==> config.mk <==
export PLATFORM = sky130hd
export DESIGN_NAME = tlb_refill_ctrl
export DESIGN_NICKNAME = d
export VERILOG_FILES = /design/src/rtl/tlb_refill_ctrl.sv
export SDC_FILE = /design/constraint.sdc
export NUM_CORES = 1
export LEC_CHECK = 0
export CAP_MARGIN = 20
export CORE_ASPECT_RATIO = 2
export CORE_MARGIN = 4
export CORE_UTILIZATION = 40
export CTS_BUF_LIST = sky130_fd_sc_hd__clkbuf_2
export CTS_CLUSTER_SIZE = 14
export DETAILED_ROUTE_END_ITERATION = 12
export GPL_ROUTABILITY_DRIVEN = 0
export PLACE_DENSITY = 0.7
export SLEW_MARGIN = 10
export SYNTH_ARGS = -nofsm -noshare
export SYNTH_HDL_FRONTEND = slang
export SYNTH_SLANG_ARGS = --single-unit
==> constraint.sdc <==
create_clock -name CLK -period 2.46 [get_ports CLK]
set_input_delay 0.492 -clock CLK [delete_from_list [all_inputs] [get_ports CLK]]
set_output_delay 0.492 -clock CLK [all_outputs]
set_load 0.05 [all_outputs]
==> src/rtl/tlb_refill_ctrl.sv <==
// TLB miss handler: two-level x86 page walk, round-robin refill
// and full-array flush sequencer for the 8-entry TLB.
module tlb_refill_ctrl #(
    parameter int NUM_ENTRIES = 8
) (
    input  logic                           CLK,
    input  logic                           RST,
    input  logic                           MISS_REQ,
    input  logic [19:0]                    MISS_VPN,
    input  logic                           FLUSH_REQ,
    input  logic [19:0]                    PDBR,
    output logic                           MEM_RD_REQ,
    output logic [31:0]                    MEM_RD_ADDR,
    input  logic                           MEM_RD_ACK,
    input  logic [31:0]                    MEM_RD_DATA,
    output logic                           TLB_WR_EN,
    output logic [$clog2(NUM_ENTRIES)-1:0] TLB_WR_IDX,
    output logic [43:0]                    TLB_WR_DATA,
    output logic                           BUSY,
    output logic                           MISS_DONE,
    output logic                           PAGE_FAULT,
    output logic                           FLUSH_DONE
);

    localparam int IDX_W = $clog2(NUM_ENTRIES);
    localparam logic [IDX_W-1:0] LAST_IDX = IDX_W'(NUM_ENTRIES - 1);

    typedef enum logic [2:0] {
        S_IDLE,
        S_PDE,
        S_PTE,
        S_FILL,
        S_FAULT,
        S_FLUSH
    } state_t;

    state_t           state;
    logic [19:0]      vpn;
    logic             pde_rw;
    logic             pde_pcd;
    logic [IDX_W-1:0] victim;
    logic [IDX_W-1:0] cnt;

    // Flag/reserved PDE/PTE bits play no part in the cached entry.
    logic unused_data;
    assign unused_data = ^{MEM_RD_DATA[11:5], MEM_RD_DATA[3:2]};

    // Walk/flush FSM; every output is registered alongside the state.
    always_ff @(posedge CLK or negedge RST) begin
        if (!RST) begin
            state       <= S_IDLE;
            vpn         <= '0;
            pde_rw      <= 1'b0;
            pde_pcd     <= 1'b0;
            victim      <= '0;
            cnt         <= '0;
            MEM_RD_REQ  <= 1'b0;
            MEM_RD_ADDR <= '0;
            TLB_WR_EN   <= 1'b0;
            TLB_WR_IDX  <= '0;
            TLB_WR_DATA <= '0;
            BUSY        <= 1'b0;
            MISS_DONE   <= 1'b0;
            PAGE_FAULT  <= 1'b0;
            FLUSH_DONE  <= 1'b0;
        end else begin
            TLB_WR_EN  <= 1'b0;
            MISS_DONE  <= 1'b0;
            PAGE_FAULT <= 1'b0;
            FLUSH_DONE <= 1'b0;
            unique case (state)
                S_IDLE: begin
                    if (FLUSH_REQ) begin
                        state       <= S_FLUSH;
                        cnt         <= '0;
                        BUSY        <= 1'b1;
                        TLB_WR_EN   <= 1'b1;
                        TLB_WR_IDX  <= '0;
                        TLB_WR_DATA <= '0;
                    end else if (MISS_REQ) begin
                        state       <= S_PDE;
                        vpn         <= MISS_VPN;
                        BUSY        <= 1'b1;
                        MEM_RD_REQ  <= 1'b1;
                        MEM_RD_ADDR <= {PDBR, MISS_VPN[19:10], 2'b00};
                    end
                end
                S_PDE: begin
                    if (MEM_RD_ACK) begin
                        pde_rw  <= MEM_RD_DATA[1];
                        pde_pcd <= MEM_RD_DATA[4];
                        if (!MEM_RD_DATA[0]) begin
                            state      <= S_FAULT;
                            MEM_RD_REQ <= 1'b0;
                            PAGE_FAULT <= 1'b1;
                        end else begin
                            state       <= S_PTE;
                            MEM_RD_ADDR <= {MEM_RD_DATA[31:12], vpn[9:0], 2'b00};
                        end
                    end
                end
                S_PTE: begin
                    if (MEM_RD_ACK) begin
                        MEM_RD_REQ <= 1'b0;
                        if (!MEM_RD_DATA[0]) begin
                            state      <= S_FAULT;
                            PAGE_FAULT <= 1'b1;
                        end else begin
                            state       <= S_FILL;
                            TLB_WR_EN   <= 1'b1;
                            MISS_DONE   <= 1'b1;
                            TLB_WR_IDX  <= victim;
                            TLB_WR_DATA <= {vpn, MEM_RD_DATA[31:12], 2'b11,
                                            pde_rw & MEM_RD_DATA[1],
                                            pde_pcd | MEM_RD_DATA[4]};
                        end
                    end
                end
                S_FILL: begin
                    state  <= S_IDLE;
                    BUSY   <= 1'b0;
                    victim <= victim + 1'b1;
                end
                S_FAULT: begin
                    state <= S_IDLE;
                    BUSY  <= 1'b0;
                end
                S_FLUSH: begin
                    if (cnt == LAST_IDX) begin
                        state  <= S_IDLE;
                        BUSY   <= 1'b0;
                        victim <= '0;
                    end else begin
                        cnt         <= cnt + 1'b1;
                        TLB_WR_EN   <= 1'b1;
                        TLB_WR_IDX  <= cnt + 1'b1;
                        TLB_WR_DATA <= '0;
                        FLUSH_DONE  <= ((cnt + 1'b1) == LAST_IDX);
                    end
                end
                default: begin
                    state      <= S_IDLE;
                    BUSY       <= 1'b0;
                    MEM_RD_REQ <= 1'b0;
                end
            endcase
        end
    end

endmodule

**After elaboration in Yosys (flattened, before gate mapping)**

Cells that the tools add are included.

- Bits in registers: 116
- Bits in latches: 0
- Memory bits (writable): 0
- Bits in read-only memories: 0
- Input bits: 77
- Output and inout port bits: 85
- Word-level logic and storage cells: 101
- Memories kept: 0

- Add/sub/neg operators: 2
- Multiply operators: 0
- Divide/modulo/power cells: 0
- Magnitude comparators: 0
- Eq/ne operators: 18
- Shift-type cells: 0
- Muxes and demuxes: 45
- Bitwise operators: 5
- Reduce and logical (&&, ||, !) cells: 16

Operators with widths:

| operator | count |
|---|---|
| $mux W44 | 4 |
| $pmux W44 S3 | 1 |
| $mux W32 | 4 |
| $pmux W32 S2 | 1 |
| $mux W3 | 11 |
| $ne A2 B2 Y1 const B | 10 |
| $mux W1 | 17 |
| $eq A3 B3 Y1 const B | 4 |
| $pmux W3 S2 | 2 |
| $pmux W3 S4 | 1 |
| $reduce_and A5 Y1 | 2 |
| $pmux W3 S3 | 1 |
| $reduce_and A3 Y1 | 3 |
| $add A3 B1 Y3 const B | 2 |
| $eq A3 B2 Y1 const B | 2 |
| $pmux W1 S3 | 2 |
| $reduce_and A6 Y1 | 1 |
| $reduce_bool A2 Y1 | 3 |
| $pmux W1 S4 | 1 |
| $reduce_and A2 Y1 | 2 |
| $reduce_and A4 Y1 | 1 |
| $eq A3 B1 Y1 const B | 1 |
| $logic_not A3 Y1 | 1 |
| $ne A3 B3 Y1 const B | 1 |
| other kinds (6) | 8 |

**Depth between registers and ports, before layout**

Gate-level depths: netlist of run 1.

- Word-level depth: 4
- Depth in mapped cells: 7

**Worst setup path after synthesis of run 1**

Ideal clock, no wire load.

- Kind: register to register
- Start point: register cnt[0]
- End point: register TLB_WR_DATA[1]
- Data arrival time: 1.688 ns
- Required time: 2.335 ns
- Path slack: 0.647 ns
- Cell stages (with the launch flop): 7
- Path through: dfrtp_1 ha_1 ha_1 and4bb_2 a211oi_1 buf_4 mux2_2

- Longest elaborated chain between the ends: 3

Ends and longest elaborated chain:

| what | RTL line | text |
|---|---|---|
| start, declared | 42 | `logic [IDX_W-1:0] cnt;` |
| start signal, assigned | 134 | `cnt <= cnt + 1'b1;` |
| $eq A3 B3 Y1 | 129 | `if (cnt == LAST_IDX) begin` |
| $ne A2 B2 Y1 (no source line) | n/a |  |
| $reduce_and A5 Y1 (no source line) | n/a |  |
| end signal, assigned | 113 | `TLB_WR_DATA <= {vpn, MEM_RD_DATA[31:12], 2'b11,` |
| end, declared | 18 | `output logic [43:0] TLB_WR_DATA,` |

No other way between the ends.
A chain may end at the register's enable or synchronous reset.

**Worst setup path after layout of run 1**

- Start point: register MEM_RD_ADDR[6]
- End point: output port MEM_RD_ADDR[6]

RTL lines:

| what | RTL line | text |
|---|---|---|
| start, declared | 13 | `output logic [31:0] MEM_RD_ADDR,` |
| start signal, assigned | 85 | `MEM_RD_ADDR <= {PDBR, MISS_VPN[19:10], 2'b00};` |
| start signal, assigned | 98 | `MEM_RD_ADDR <= {MEM_RD_DATA[31:12], vpn[9:0], 2'b00};` |

No word-level cell between the ends.

==> key figures, run 1 <==
Critical path
  – Max Fanout on Critical Path: 2
  – Kind of capture point of the worst setup path: primary output
  – Critical path arrival: 1.85 ns
  – Category of cells accounting for the largest share of critical-path delay: buffers and inverters
  – Critical Setup Path Class: reg2out
  – Cells on worst reg2reg path: 6
  – Delay of the slowest cell on the worst path: 0.82 ns
  – Number of logic stages on the critical path including buffering: 1
  – Startpoint class of the critical path: register
  – Slowest-stage cell, CP: sky130_fd_sc_hd__clkdlybuf4s50_1
  – Worst Path Required: 1.97 ns
  – CP Cell Sequence: clkdlybuf4s50_1
  – Buf/Inv on CP: 1

Yosys
  – Average footprint of a synthesized cell: 12.3 sq um
  – Top-area cell type share of the netlist area: 0.538
  – Async set-reset flop share out of synthesis: 1.00
  – Largest cells by area after synthesis: sky130_fd_sc_hd__dfrtp_1, sky130_fd_sc_hd__mux2_2, sky130_fd_sc_hd__mux2i_1
  – Count of cell types in the netlist: 41
  – Most area-hungry cell type in the Yosys netlist: sky130_fd_sc_hd__dfrtp_1
  – Prevailing post-synth register cell: sky130_fd_sc_hd__dfrtp_1
  – Post-synth top cells: sky130_fd_sc_hd__dfrtp_1, sky130_fd_sc_hd__mux2_2, sky130_fd_sc_hd__inv_1, sky130_fd_sc_hd__nand2_1, sky130_fd_sc_hd__mux2i_1
  – Most frequent cell after synthesis: sky130_fd_sc_hd__dfrtp_1
  – Number of flops mapped to enable cells by yosys: 0
  – Yosys warning count: 0
  – Portion of the post-synthesis area used by sequential elements: 0.538
  – Area of the mapped netlist: 5260 sq um
  – Cells after synthesis: 427
  – Flop and latch count out of synthesis: 113

Status
  – Result of the run: complete, no violations

Global route
  – First-pass GRT wire length: 20100 microns
  – Vias in the first global route: 4000
  – Met3 Resource Use GR: 0.0412
  – Initial antenna violation count: 1
  – GRT Util Overall: 0.175
  – Most crowded layer after global routing: met2
  – Overflow left after global routing: 0
  – Maximum number of pins on one net before global-route repair: 49
  – Met1 global-route usage: 0.188
  – Met2 routing resource usage after global routing: 0.316

STA
  – Transition at the pin with the smallest max-transition slack: 0.704 ns
  – Setup Skew: 0.0291 ns
  – Setup repair after global routing missed its margin: false
  – Max-slew violations: 0
  – Slew headroom: 0.531
  – Endpoints failing hold: 0
  – Setup tns final: 0 ns
  – Final setup violating endpoints: 0
  – Highest Clock Rate: 0.427 GHz
  – Crit path time final: 2.34 ns
  – Final period utilization: 0.952

Floorplanning
  – Initial core utilization: 0.407
  – Horiz. Die Dim: 89.1 microns
  – Core region area: 12900 sq um
  – Vertical die dimension: 170 microns
  – Area enclosed by the die boundary: 15200 sq um
  – Core Rows: 59
  – Number of placed I/O pins: 162

Route
  – Total vias in the final route: 3754
  – Count of routing violations after the opening detailed-route iteration: 81
  – Post-DR vias/cell: 4.97
  – Pre-Repair DR Iteration Count: 4
  – Post-detailed-route count of antenna-violating nets: 0
  – Post-route DRC violation count: 0
  – Wire length reported by the detailed router: 12900 microns
  – DR WL/cell: 17.1 microns

Placed design
  – Port Buffers: 150
  – DP Area: 6960 sq um
  – Final HPWL DP: 9720 microns
  – Placed Cells: 721

CTS
  – CTS buffer count: 17
  – CTS root buffer: sky130_fd_sc_hd__clkbuf_2
  – Clock transition at the registers of the reported paths: 0.20 ns
  – CTS tree: built
  – Skew-Pair Late Insertion Delay: 0.63 ns
  – Post-CTS Repair Setup Buffers: 0
  – CTS sink cnt: 113
  – Deepest clock path buffer count: 2
  – CTS H-tree lvls: 4

Final layout
  – Non-Filler Cell Area, Final: 7300 sq um
  – Post-layout net count: 670
  – Ratio of cells with drive above 1 in the final layout: 0.244
  – Area overhead of the layout relative to synthesis: 38.8%
  – Number of fillers in the final layout: 1100
  – Layout Cells excl Fill: 755

Power
  – Pwr/cell area: 1180 nW/um^2
  – Overall power: 8.61 mW
  – Lkg Pwr: 3.98 nW
  – VDD IR-drop max: 0.729 mV

Hold path
  – Worst min path class: in2async

Run
  – Number of violations of the max-capacitance limit: 0
[worst register-to-register path, cell delays in order (launching register included)]
cell                       delay (ns)
sky130_fd_sc_hd__dfrtp_1         0.46
sky130_fd_sc_hd__ha_1            0.18
sky130_fd_sc_hd__ha_1            0.23
sky130_fd_sc_hd__and4bb_2        0.33
sky130_fd_sc_hd__a211oi_4        0.32
sky130_fd_sc_hd__buf_12          0.24
sky130_fd_sc_hd__mux2_2          0.35
[power by group]
part | leakage (nW) | internal (mW) | switching (mW)
clock network | 0.122 | 0.270 | 0.764
registers | 1.45 | 2.48 | 0.433
logic | 2.40 | 1.99 | 2.67
[cell families after synthesis]
| group | share of synthesized area |
|---|---|
| buffers and inverters | 0.0711 |
| multiplexers | 0.266 |
| AND/OR/NAND/NOR | 0.0728 |
| AO/OA/AOI/OAI | 0.0421 |
| other | 0.000713 |
| flip-flops | 0.538 |
| adder cells (fa/ha/maj) | 0.00952 |
[state kept, by name (all words and copies together) (netlist names), 3 cells and up]
name and flops:
MEM_RD_ADDR 30, TLB_WR_DATA 43, TLB_WR_IDX 3, cnt 3, state 3, victim 3
vpn 20
[routing by layer]
layer,vias up,part of all wire
li1,1754,-
met1,1871,0.35
met2,105,0.57
met3,24,0.050
met4,0,0.028
met5,-,0
[through the flow]
| stage | util | setup WS [ns] | hold slack [ns] |
|---|---|---|---|
| global placement | 0.539 | 0.111 | 0.472 |
| floorplan | - | 0.647 | 0.196 |
| CTS | 0.555 | 0.000717 | 0.324 |
| finish | 0.565 | 0.118 | 0.363 |
| detailed placement | 0.539 | 0.0698 | 0.483 |
| global route | 0.565 | 0.00428 | 0.297 |
[cells in the final DEF (no fill, tap or decap), drive strengths merged, types with 4 or more instances in the layout]
cell	instances
clkinv	9
buf	20
nand2	45
a21oi	7
nor3b	4
mux2i	42
inv	49
ha	4
dfrtp	113
nor2	10
clkdlybuf4s50	95
mux2	87
dlymetal6s2s	53
clkbuf	17
[worst paths after layout]
path / startpoint / end / slack, ns
worst max-delay path: MEM_RD_ADDR[6] / MEM_RD_ADDR[6] / 0.12
worst min-delay path: RST / TLB_WR_DATA[8] / 0.36
worst max register to register: cnt[0] / TLB_WR_DATA[1] / 0.25
worst min register to register: vpn[14] / TLB_WR_DATA[38] / 0.51
max in group asynchronous: RST / MEM_RD_ADDR[6] / 1.43
min in group CLK: MEM_RD_DATA[13] / TLB_WR_DATA[5] / 0.40
[cell type report]
class | count | area [sq um] | area share
Inverter | 46 | 173 | 0.0236
Clock buffer | 17 | 85.1 | 0.0116
Clock inverter | 15 | 111 | 0.0152
Timing Repair Buffer | 170 | 1830 | 0.251
Sequential cell | 113 | 2830 | 0.387
Multi-Input combinational cell | 241 | 2080 | 0.285
Antenna cell | 1 | 2.50 | 0.000343
Tap cell | 152 | 190 | 0.0260
[what timing repair did]
action / CTS / global route
endpoints found under the setup margin: 1 / 53
hold buffers: 1 / 0
resized for setup: 1 / 53
hold endpoints to repair: 41 / 0
No activity file was read; power rests on OpenSTA's default activity.
==> inputs of run 2 (changes only) <==
--- a/config.mk
+++ b/config.mk
@@ -13,7 +13,7 @@
 export CTS_CLUSTER_SIZE = 14
 export DETAILED_ROUTE_END_ITERATION = 12
 export GPL_ROUTABILITY_DRIVEN = 0
-export PLACE_DENSITY = 0.7
+export PLACE_DENSITY = 0.8
 export SLEW_MARGIN = 10
 export SYNTH_ARGS = -nofsm -noshare
 export SYNTH_HDL_FRONTEND = slang
==> constraint.sdc (replaced) <==
create_clock -name CLK -period 2.47 [get_ports CLK]
set_input_delay 0.494 -clock CLK [delete_from_list [all_inputs] [get_ports CLK]]
set_output_delay 0.494 -clock CLK [all_outputs]
set_load 0.05 [all_outputs]
==> run 2 against run 1 <==
Compared with the run above: combinational power decreased by 0.9%; critical path depth unchanged; wire length increased by 1.5%; utilization decreased by 0.32 points; power increased by 1.9%; cell area decreased by 0.57%; sequential cell count unchanged; clock skew increased by 0.0033 ns; die area unchanged; clock-buffer cell count increased by 2; critical path type unchanged; highest routed layer unchanged.
==> key figures, run 2 (same netlist as run 1, synthesis figures left out) <==
Critical path
  – Startpoint class of the critical path: register (unchanged)
  – Slowest-stage cell, CP: sky130_fd_sc_hd__clkdlybuf4s50_1 (unchanged)
  – Beginning of the critical path: MEM_RD_ADDR[4] (was MEM_RD_ADDR[6])
  – Number of logic stages on the critical path including buffering: 1 (unchanged)
  – Kind of capture point of the worst setup path: primary output (unchanged)
  – Critical path arrival: 1.84 ns (was 1.85 ns)
  – Cells on worst reg2reg path: 6 (unchanged)
  – Critical Setup Path Class: reg2out (unchanged)
  – Category of cells accounting for the largest share of critical-path delay: buffers and inverters (unchanged)
  – Max Fanout on Critical Path: 2 (unchanged)
  – Worst Path Required: 1.98 ns (was 1.97 ns)
  – Worst flop-to-flop path startpoint: cnt[0] (unchanged)
  – Delay of the slowest cell on the worst path: 0.82 ns (about the same)
  – Buf/Inv on CP: 1 (unchanged)
  – CP Cell Sequence: clkdlybuf4s50_1 (unchanged)

Route
  – Post-route DRC violation count: 0 (unchanged)
  – Count of routing violations after the opening detailed-route iteration: 108 (was 81)
  – Wire length reported by the detailed router: 13100 microns (was 12900 microns)
  – DR WL/cell: 17.5 microns (was 17.1 microns)
  – Post-detailed-route count of antenna-violating nets: 0 (unchanged)
  – Post-DR vias/cell: 4.99 (was 4.97)
  – Pre-Repair DR Iteration Count: 4 (unchanged)
  – Total vias in the final route: 3744 (was 3754)

Final layout
  – Post-route core utilization: 0.562 (was 0.565)
  – Post-layout net count: 666 (was 670)
  – Commonest cells after routing, fill and taps aside: sky130_fd_sc_hd__clkdlybuf4s50_1, sky130_fd_sc_hd__dfrtp_1, sky130_fd_sc_hd__mux2_2 (was sky130_fd_sc_hd__dfrtp_1, sky130_fd_sc_hd__clkdlybuf4s50_1, sky130_fd_sc_hd__mux2_2)
  – Ratio of cells with drive above 1 in the final layout: 0.234 (was 0.244)
  – Area overhead of the layout relative to synthesis: 38.1% (was 38.8%)
  – Number of fillers in the final layout: 1110 (was 1100)
  – Top flop regs: TLB_WR_DATA (43), MEM_RD_ADDR (30), vpn (20) (unchanged)
  – Leading cell type in the layout, fill and taps excluded: sky130_fd_sc_hd__clkdlybuf4s50_1 (was sky130_fd_sc_hd__dfrtp_1)
  – Number of flip-flops under the largest register name: 43 (unchanged)
  – Top reg by flops: TLB_WR_DATA (unchanged)

Floorplanning
  – Horiz. Die Dim: 89.1 microns (unchanged)
  – Vertical die dimension: 170 microns (unchanged)
  – Core region area: 12900 sq um (unchanged)
  – Core Rows: 59 (unchanged)
  – Area enclosed by the die boundary: 15200 sq um (unchanged)
  – Initial core utilization: 0.407 (unchanged)
  – Number of placed I/O pins: 162 (unchanged)

Hold path
  – Worst min path class: in2async (unchanged)

CTS
  – Clock transition at the registers of the reported paths: 0.19 ns (was 0.20 ns)
  – Skew-Pair Late Insertion Delay: 0.62 ns (was 0.63 ns)
  – Post-CTS Repair Setup Buffers: 0 (unchanged)
  – CTS buffer count: 17 (unchanged)
  – CTS root buffer: sky130_fd_sc_hd__clkbuf_2 (unchanged)
  – CTS sink cnt: 113 (unchanged)
  – CTS H-tree lvls: 4 (unchanged)
  – CTS tree: built (unchanged)
  – Deepest clock path buffer count: 2 (unchanged)

Power
  – Internal power: 4.98 mW (was 4.74 mW)
  – Switching pwr: 3.79 mW (was 3.87 mW)
  – Relative contribution of the clock network to total power: 0.141 (was 0.120)
  – Pwr/cell area: 1210 nW/um^2 (was 1180 nW/um^2)
  – Power share of the combinational group: 0.527 (was 0.542)
  – Lkg Pwr: 3.61 nW (was 3.98 nW)
  – VDD IR-drop max: 0.713 mV (was 0.729 mV)
  – Overall power: 8.77 mW (was 8.61 mW)
  – Switching Share: 0.432 (was 0.450)
  – Sequential Power Share: 0.332 (was 0.338)

Placed design
  – Final HPWL DP: 9840 microns (was 9720 microns)
  – Port Buffers: 150 (unchanged)
  – Pre-CTS WS: 0.157 ns (was 0.0698 ns)

STA
  – Setup slack after layout: 0.136 ns (was 0.118 ns)
  – Final period utilization: 0.945
  – Transition at the pin with the smallest max-transition slack: 0.704 ns (about the same)
  – Setup Skew: 0.0324 ns (was 0.0291 ns)
  – Crit path time final: 2.33 ns
  – Final setup violating endpoints: 0 (unchanged)
  – Min Hold Slack: 0.346 ns (was 0.363 ns)
  – Highest Clock Rate: 0.428 GHz
  – Endpoints failing hold: 0 (unchanged)
  – Max-slew violations: 0 (unchanged)
  – Slew headroom: 0.531 (about the same)

Global route
  – First-pass GRT wire length: 20400 microns (was 20100 microns)
  – GRT Util Overall: 0.179 (was 0.175)
  – Maximum number of pins on one net before global-route repair: 55 (was 49)
  – Overflow left after global routing: 0 (unchanged)
  – Initial antenna violation count: 1 (unchanged)
  – Vias in the first global route: 4123 (was 4000)

Status
  – Result of the run: complete, no violations (unchanged)

Run
  – Number of violations of the max-capacitance limit: 0 (unchanged)
run 2: cell count changes in the layout (fill, tap and decap cells not counted), sizes merged:
cell / previous run / this run
clkdlybuf4s50: 95 / 118
clkbuf: 17 / 19
clkinv: 9 / 7
inv: 49 / 46
buf: 20 / 16
bufinv: 0 / 3
dlygate4sd2: 1 / 0
dlymetal6s2s: 53 / 31
run 2: final cells by class:
type / count / area (sq um) / share of cell area
diodes: 1 / 2.50 / 0.000345
multi-input cells: 241 / 2080 / 0.287
clock buffers: 19 / 95.1 / 0.0131
clock inverters: 13 / 144 / 0.0198
repair buffers: 166 / 1750 / 0.241
flip-flops and latches: 113 / 2830 / 0.389
inverters: 46 / 173 / 0.0238
well taps: 152 / 190 / 0.0262
run 2: power by group through the flow:
| stage | registers [mW] | logic (mW) | clock network [mW] |
|---|---|---|---|
| after floorplan | 4.18 | 1.98 | 0 |
| after global placement | 2.92 | 4.60 | 0 |
| after detailed placement | 2.96 | 4.69 | 0 |
| after CTS | 2.92 | 4.70 | 1.29 |
| after global routing | 3.01 | 4.88 | 1.38 |
| final | 2.91 | 4.62 | 1.23 |
run 2: per-layer routing:
layer,share of wire,global-route usage,vias up
met5,0,0,-
met4,0.035,0.0907,0
met3,0.047,0.0441,28
met2,0.57,0.320,124
met1,0.35,0.189,1839
li1,-,-,1753
run 2: final timing paths:
path / end / slack, ns
max in group asynchronous: vpn[19] / 1.39
worst min register to register: MEM_RD_ADDR[27] / 0.51
worst max register to register: TLB_WR_DATA[1] / 0.35
worst min-delay path: vpn[3] / 0.35
min in group CLK: TLB_WR_DATA[8] / 0.44
worst max-delay path: MEM_RD_ADDR[4] / 0.14
run 2: what timing repair did:
action | 4_1_cts | 5_1_grt
setup endpoints to repair | 0 | 31
resized for setup | 0 | 31
hold endpoints to repair | 34 | 0
hold buffers | 1 | 0
run 2: stage by stage:
step	instances	TNS (ns)	cell area, sq um
2_1_floorplan	428	0	5260
3_3_place_gp	717	0	6930
3_5_place_dp	717	0	6930
4_1_cts	750	0	7180
5_1_grt	751	-0.0000404	7260
6_report	751	0	7260
